$ cat src/rtl/mezz_pwm_pkg.sv
// Shared register map, CTRL field layout and helpers for the mezzanine PWM controller.
package mezz_pwm_pkg;

   localparam int unsigned CFG_AW = 4;
   localparam int unsigned CFG_DW = 16;
   localparam int unsigned STEP_W = 8;

   localparam logic [CFG_AW-1:0] ADDR_PRESCALE = 4'h0;
   localparam logic [CFG_AW-1:0] ADDR_STATUS   = 4'h1;
   localparam int unsigned       CH_BASE       = 4;
   localparam logic [CFG_AW-1:0] OFS_PERIOD    = 4'h0;
   localparam logic [CFG_AW-1:0] OFS_DUTY      = 4'h1;
   localparam logic [CFG_AW-1:0] OFS_CTRL      = 4'h2;

   localparam int unsigned CTRL_EN_BIT      = 0;
   localparam int unsigned CTRL_INV_BIT     = 1;
   localparam int unsigned CTRL_RAMP_EN_BIT = 2;
   localparam int unsigned CTRL_STEP_LSB    = 8;

   typedef struct packed {
      logic [STEP_W-1:0] ramp_step;
      logic              ramp_en;
      logic              inv;
      logic              en;
   } ctrl_t;

   function automatic ctrl_t word_to_ctrl(input logic [CFG_DW-1:0] w);
      ctrl_t c;
      c.en        = w[CTRL_EN_BIT];
      c.inv       = w[CTRL_INV_BIT];
      c.ramp_en   = w[CTRL_RAMP_EN_BIT];
      c.ramp_step = w[CTRL_STEP_LSB +: STEP_W];
      return c;
   endfunction

   function automatic logic [CFG_DW-1:0] ctrl_to_word(input ctrl_t c);
      logic [CFG_DW-1:0] w;
      w                           = '0;
      w[CTRL_EN_BIT]              = c.en;
      w[CTRL_INV_BIT]             = c.inv;
      w[CTRL_RAMP_EN_BIT]         = c.ramp_en;
      w[CTRL_STEP_LSB +: STEP_W]  = c.ramp_step;
      return w;
   endfunction

endpackage

$ cat src/rtl/mezz_pwm_channel.sv
// One PWM channel: period counter, shadowed period/duty with soft-start ramp, registered outputs.
module mezz_pwm_channel
   import mezz_pwm_pkg::*;
#(
   parameter int unsigned CNT_W = 16
) (
   input  logic             clk,
   input  logic             rst,
   input  logic             tick,
   input  logic [CNT_W-1:0] period,
   input  logic [CNT_W-1:0] duty,
   input  ctrl_t            ctrl,
   output logic             pwm,
   output logic             wrap,
   output logic             ramp_busy
);

   localparam int unsigned W1 = CNT_W + 1;

   logic [CNT_W-1:0] cnt;
   logic [CNT_W-1:0] period_act;
   logic [CNT_W-1:0] duty_act;
   logic             en_q;
   logic [W1-1:0]    step_c;
   logic [W1-1:0]    diff_c;
   logic [CNT_W-1:0] duty_next_c;

   // Next duty at a wrap: direct load, or a saturating step toward the target.
   always_comb begin
      step_c      = W1'(ctrl.ramp_step);
      diff_c      = '0;
      duty_next_c = duty_act;
      if (!ctrl.ramp_en) begin
         duty_next_c = duty;
      end else if (duty_act < duty) begin
         diff_c      = {1'b0, duty} - {1'b0, duty_act};
         duty_next_c = (diff_c <= step_c) ? duty : duty_act + CNT_W'(ctrl.ramp_step);
      end else if (duty_act > duty) begin
         diff_c      = {1'b0, duty_act} - {1'b0, duty};
         duty_next_c = (diff_c <= step_c) ? duty : duty_act - CNT_W'(ctrl.ramp_step);
      end
   end

   always_ff @(posedge clk) begin
      if (rst) begin
         cnt        <= '0;
         period_act <= '0;
         duty_act   <= '0;
         en_q       <= 1'b0;
         pwm        <= 1'b0;
         wrap       <= 1'b0;
         ramp_busy  <= 1'b0;
      end else begin
         en_q      <= ctrl.en;
         wrap      <= 1'b0;
         ramp_busy <= ctrl.en && (duty_act != duty);
         pwm       <= ctrl.en ? ((cnt < duty_act) ^ ctrl.inv) : ctrl.inv;
         if (!ctrl.en) begin
            cnt <= '0;
         end else if (!en_q) begin
            // Enable edge: restart cleanly; with ramp on, duty_act is kept for soft-start.
            cnt        <= '0;
            period_act <= period;
            if (!ctrl.ramp_en) begin
               duty_act <= duty;
            end
         end else if (tick) begin
            if (cnt == period_act) begin
               cnt        <= '0;
               wrap       <= 1'b1;
               period_act <= period;
               duty_act   <= duty_next_c;
            end else begin
               cnt <= cnt + CNT_W'(1);
            end
         end
      end
   end

endmodule

$ cat src/rtl/mezz_pwm_ctrl.sv
// PWM controller top: PS register file, shared prescaler, read mux and N_CH channels.
module mezz_pwm_ctrl
   import mezz_pwm_pkg::*;
#(
   parameter int unsigned N_CH  = 3,
   parameter int unsigned CNT_W = 16,
   parameter int unsigned PRE_W = 8
) (
   input  logic              clk,
   input  logic              rst,
   input  logic              cfg_wr,
   input  logic              cfg_rd,
   input  logic [CFG_AW-1:0] cfg_addr,
   input  logic [CFG_DW-1:0] cfg_wdata,
   output logic [CFG_DW-1:0] cfg_rdata,
   output logic              cfg_rvalid,
   output logic [N_CH-1:0]   pwm_o,
   output logic [N_CH-1:0]   wrap_o,
   output logic [N_CH-1:0]   ramp_busy_o
);

   logic [PRE_W-1:0] prescale;
   logic [PRE_W-1:0] pre_cnt;
   logic [CNT_W-1:0] period_q [N_CH];
   logic [CNT_W-1:0] duty_q   [N_CH];
   ctrl_t            ctrl_q   [N_CH];

   logic              tick_c;
   logic              pre_we_c;
   logic [N_CH-1:0]   per_we_c;
   logic [N_CH-1:0]   duty_we_c;
   logic [N_CH-1:0]   ctrl_we_c;
   logic [CFG_DW-1:0] rd_mux_c;

   assign tick_c = (pre_cnt == prescale);

   // Address decode: write enables and read data for the current address.
   always_comb begin
      pre_we_c  = cfg_wr && (cfg_addr == ADDR_PRESCALE);
      per_we_c  = '0;
      duty_we_c = '0;
      ctrl_we_c = '0;
      rd_mux_c  = '0;
      case (cfg_addr)
         ADDR_PRESCALE: rd_mux_c = CFG_DW'(prescale);
         ADDR_STATUS:   rd_mux_c = CFG_DW'(ramp_busy_o);
         default:       rd_mux_c = '0;
      endcase
      for (int n = 0; n < N_CH; n++) begin
         if (cfg_addr == CFG_AW'(CH_BASE * (n + 1)) + OFS_PERIOD) begin
            per_we_c[n] = cfg_wr;
            rd_mux_c    = CFG_DW'(period_q[n]);
         end
         if (cfg_addr == CFG_AW'(CH_BASE * (n + 1)) + OFS_DUTY) begin
            duty_we_c[n] = cfg_wr;
            rd_mux_c     = CFG_DW'(duty_q[n]);
         end
         if (cfg_addr == CFG_AW'(CH_BASE * (n + 1)) + OFS_CTRL) begin
            ctrl_we_c[n] = cfg_wr;
            rd_mux_c     = ctrl_to_word(ctrl_q[n]);
         end
      end
   end

   always_ff @(posedge clk) begin
      if (rst) begin
         prescale   <= '0;
         pre_cnt    <= '0;
         cfg_rdata  <= '0;
         cfg_rvalid <= 1'b0;
         for (int n = 0; n < N_CH; n++) begin
            period_q[n] <= '0;
            duty_q[n]   <= '0;
            ctrl_q[n]   <= '0;
         end
      end else begin
         if (pre_we_c) begin
            prescale <= PRE_W'(cfg_wdata);
         end
         // A PRESCALE write restarts the divider so the new rate starts from a clean phase.
         if (pre_we_c || tick_c) begin
            pre_cnt <= '0;
         end else begin
            pre_cnt <= pre_cnt + PRE_W'(1);
         end
         for (int n = 0; n < N_CH; n++) begin
            if (per_we_c[n]) begin
               period_q[n] <= CNT_W'(cfg_wdata);
            end
            if (duty_we_c[n]) begin
               duty_q[n] <= CNT_W'(cfg_wdata);
            end
            if (ctrl_we_c[n]) begin
               ctrl_q[n] <= word_to_ctrl(cfg_wdata);
            end
         end
         // Read data is sampled from pre-write register state.
         cfg_rvalid <= cfg_rd;
         cfg_rdata  <= cfg_rd ? rd_mux_c : '0;
      end
   end

   for (genvar g = 0; g < N_CH; g++) begin : g_ch
      mezz_pwm_channel #(
         .CNT_W (CNT_W)
      ) u_ch (
         .clk       (clk),
         .rst       (rst),
         .tick      (tick_c),
         .period    (period_q[g]),
         .duty      (duty_q[g]),
         .ctrl      (ctrl_q[g]),
         .pwm       (pwm_o[g]),
         .wrap      (wrap_o[g]),
         .ramp_busy (ramp_busy_o[g])
      );
   end

endmodule

$ cat config.mk
export PLATFORM = sky130hd
export DESIGN_NAME = mezz_pwm_ctrl
export DESIGN_NICKNAME = d
export VERILOG_FILES = /design/src/rtl/mezz_pwm_pkg.sv /design/src/rtl/mezz_pwm_channel.sv /design/src/rtl/mezz_pwm_ctrl.sv
export SDC_FILE = /design/constraint.sdc
export NUM_CORES = 1
export LEC_CHECK = 0
export BUFFER_PORTS_ARGS = -buffer_cell sky130_fd_sc_hd__buf_4
export CAP_MARGIN = 40
export CORE_MARGIN = 2
export CORE_UTILIZATION = 45
export DETAILED_ROUTE_END_ITERATION = 7
export HOLD_SLACK_MARGIN = 0.03
export PLACE_DENSITY = 0.64
export SLEW_MARGIN = 0
export SYNTH_ARGS = -nofsm -noshare
export SYNTH_HDL_FRONTEND = slang
export SYNTH_HIERARCHICAL = 1
export SYNTH_SLANG_ARGS = --single-unit
$ cat constraint.sdc
create_clock -name clk -period 4.05 [get_ports clk]
set_input_delay 1.215 -clock clk [delete_from_list [all_inputs] [get_ports clk]]
set_output_delay 1.215 -clock clk [all_outputs]
set_load 0.01 [all_outputs]
==> flow_summary_export.csv <==
group,metric,value,unit
finish,stdcell_area,0.0301,mm²
worst_setup_path,required,4520,ps
sta,rsz0062_at_grt,"yes",
pwr,peakVddDrop,359,µV
worst_setup_path,arrival,4870,ps
pwr,finalPower,11.1,mW
sta,hold_slack,476,ps
floorplanning,initial_utilization,0.453,
floorplanning,core.rowCount,86,
worst_hold_path,hold_path_class,"register to register",
clocking,ctsHoldBuffers,0,
finish,layout_common_cells,"329 x buf_4, 248 x nor2_1, 231 x ha_1",
worst_setup_path,crit_family,"compound AO/OA/AOI/OAI gates",
clocking,cts.sinks,318,
floorplanning,coreArea,0.0549,mm²
synthesis,yosysSeqAreaShare,0.308,
finish,multi_input_area,0.0166,mm²
synthesis,yosysUniqueCellTypes,120,
sta,finClkSkew,32.4,ps
synthesis,ys_ff_latch,318,
worst_setup_path,cp-start-kind,"register",
routing,drt_iter0_drc,2362,
pwr,p_sw,3.88,mW
finish,seq_area,0.00766,mm²
synthesis,netlist_instances,2898,
floorplanning,die_x,239,µm
sta,setup_ws,-345,ps
global_routing,grt_pass1_vias,23200,
worst_hold_path,worstHoldStart,"g_ch[0].u_ch/period_act[3]",
routing,wl_per_cell,23.9,µm
global_routing,grtUsageTotal,0.320,
pwr,comb_power_share,0.338,
routing,ant_nets,0,
synthesis,ys_async_sr_fraction,0,
floorplanning,die_height,239,µm
worst_setup_path,crit_fanout,4,
sta,finalCriticalPeriod,4400,ps
synthesis,syn_area,0.0249,mm²
synthesis,synth_nets,3172,
sta,tightest_slew,873,ps
worst_setup_path,critPathKind,"register to register",
synthesis,synth_edf_count,129,
floorplanning,die-area,0.0572,mm²
synthesis,synth_flop_cell,"dfxtp_1",
pwr,power_frac_clock,0.325,
global_routing,antenna_found_initial,5,
clocking,worstSkewPairLatency,590,ps
pwr,seqPwrFrac,0.337,
worst_setup_path,worst-path-buf-inv,2,
outcome,status,"finished, violations left",
sta,fmax,0.228,GHz
worst_setup_path,crit_path_end_kind,"register",
clocking,h-tree-depth,2,
worst_setup_path,cpMaxStageDelayCell,"edfxtp_1",
placement,io_buffers,49,
clocking,cts_made_buffers,38,
finish,fillers,5067,
pwr,power_density,368,mW/mm²
routing,drt-total-wl,93300,µm
sta,slew_headroom,0.413,
finish,area_growth_syn_to_layout,20.9,%
sta,tns,-9880,ps
placement,dpl_cell_area,0.0277,mm²
worst_setup_path,max_stage_delay,420,ps
placement,dpl_worst_slack,-385,ps
pwr,p_leak,12.5,nW
sta,fin_crit_sh,1.09,
finish,layout.cells.most_common,"buf_4",
flow_run,drv_cap,0,
worst_setup_path,rr_startpoint,"duty_q[0][1]",
clocking,cts_tree,"built",
global_routing,grt_max_degree,51,
pwr,p_int,7.19,mW
worst_setup_path,cp-startpoint,"duty_q[0][1]",
routing,drc,0,
sta,setup_violations,48,
finish,drive_gt1_frac,0.193,
clocking,clk_path_buf_depth,3,
synthesis,syn_avg_cell_area,8.59,µm²
routing,num_vias,24100,
worst_setup_path,crit_path_cell_trace,"inv_2 -> ha_4 -> nor2b_4 -> o31a_4 -> o21ai_4 -> or2b_1 -> buf_6 -> xor2_1 -> ha_1 -> o21a_1 -> o21a_1 -> o22ai_1 -> a31o_2 -> nand4_1 -> a2111o_1 -> o21a_4 -> a221o_1 -> and3_1 -> a221o_1",
sta,slew_viol_final,0,
synthesis,yosys_warnings,6,
floorplanning,ios,50,
clocking,path_clk_slew,60,ps
finish,diodes,0,
pwr,p_sw_frac,0.350,
outcome,violations,"setup timing",
placement,gp_congestion,1.05,
routing,drtPass1Iterations,6,
global_routing,overflow,0,
finish,finalNetCount,3450,
clocking,cts-root-buf,"clkbuf_16",
sta,final-hold-violation-count,0,
routing,vias_per_cell,6.16,
global_routing,grt_pass1_wl,139000,µm
placement,place_hpwl,73700,µm
worst reg2reg max path: cells and delay by family, from the launching register on:
kind                       cells  cell delay (ps)
buffers and inverters          2              240
adders and majority gates      2              510
and+or+nand+nor                4              700
DFF                            1              420
AOI/OAI and AO/OA             10             2310
xor gates and xnor gates       1              130
registers in the layout (all words and copies together), names as in the netlist:
signal	cells
cfg_rdata	16
g_ch.u_ch/period_act	48
period_q	48
prescale	8
g_ch.u_ch/en_q	3
pre_cnt	8
ctrl_q	33
duty_q	48
g_ch.u_ch/duty_act	48
g_ch.u_ch/cnt	48
cfg_rvalid	1
g_ch.u_ch/ramp_busy	3
g_ch.u_ch/pwm	3
g_ch.u_ch/wrap	3
area by class of cell:
| type | count | share of cell area |
|---|---|---|
| multi-input cells | 2282 | 0.551 |
| well taps | 704 | 0.0293 |
| flip-flops and latches | 318 | 0.255 |
| inverters | 169 | 0.0212 |
| repair buffers | 367 | 0.100 |
| clock inverters | 23 | 0.00882 |
| clock buffers | 47 | 0.0348 |
logic make-up (layout without fill, tap and decap cells):
kind of cell | count (synthesis) | count (layout) | synth area share
buf+inv | 298 | 606 | 0.0514
xor+xnor | 187 | 187 | 0.0661
simple gates | 977 | 977 | 0.197
fa+ha+maj | 250 | 250 | 0.129
flops | 318 | 318 | 0.308
mux | 80 | 80 | 0.0326
compound gates | 788 | 788 | 0.216
per-layer routing:
metal	global-route usage	wire length, µm	up-vias
met5	0	13	-
met4	0.165	5310	2
met3	0.0411	7030	241
met2	0.529	43100	1139
met1	0.410	37800	11600
li1	-	-	11100
path summary, 6_finish.rpt:
check | cells after the start | slack, ps | endpoint
worst max-delay path | 19 | -350 | g_ch[0].u_ch/duty_act[4]
worst min-delay path | 2 | 480 | g_ch[0].u_ch/period_act[3]
worst max register to register | 19 | -350 | g_ch[0].u_ch/duty_act[4]
worst min register to register | 2 | 480 | g_ch[0].u_ch/period_act[3]
synthesized netlist by cell type (12+ instances only):
cell        n  area (µm²)
a211oi_1   29         218
a21o_1     47         353
a21oi_1   207        1040
a22oi_1    14         105
a31o_2     13         114
a31oi_1    22         138
and2_1     62         388
and3_1     42         263
buf_2      45         225
buf_4      16         120
clkbuf_1   60         225
dfxtp_1   189        3780
edfxtp_1  129        3870
fa_1       12         240
ha_1      238        2980
inv_1     167         627
mux2i_1    72         721
nand2_1   220         826
nand2b_1   44         275
nand3_1    89         445
nand4_1    44         275
nor2_1    257         965
nor2b_1    45         282
nor3_1     60         300
nor4_1     21         131
o211ai_1   26         195
o21a_1     45         338
o21ai_0   138         691
o21ai_1    27         135
o21bai_1   12        90.1
o221ai_1   17         149
o22ai_1    23         144
o31ai_1    18         135
or3_1      21         131
xnor2_1   130        1140
xor2_1     56         490
timing repair:
item	in CTS	in global routing
pin swaps	52	61
setup buffers	25	15
setup endpoints to repair	48	48
gates cloned	3	1
gates resized for setup	88	80
per-stage QoR:
stage	utilization	instances
finish	0.548	3910
global route	0.548	3910
CTS	0.541	3900
detailed placement	0.505	3802
global placement	0.505	3801
floorplan	-	2898
power groups by stage:
stage / Sequential, mW / Combinational (mW) / Clock [mW]
final: 3.73 / 3.74 / 3.60
after global routing: 3.74 / 4.03 / 3.74
after CTS: 3.72 / 3.55 / 3.63
after detailed placement: 3.79 / 3.39 / 0
after global placement: 3.79 / 3.32 / 0
after floorplan: 3.71 / 2.22 / 0
Power figures use the tool's default switching activity.
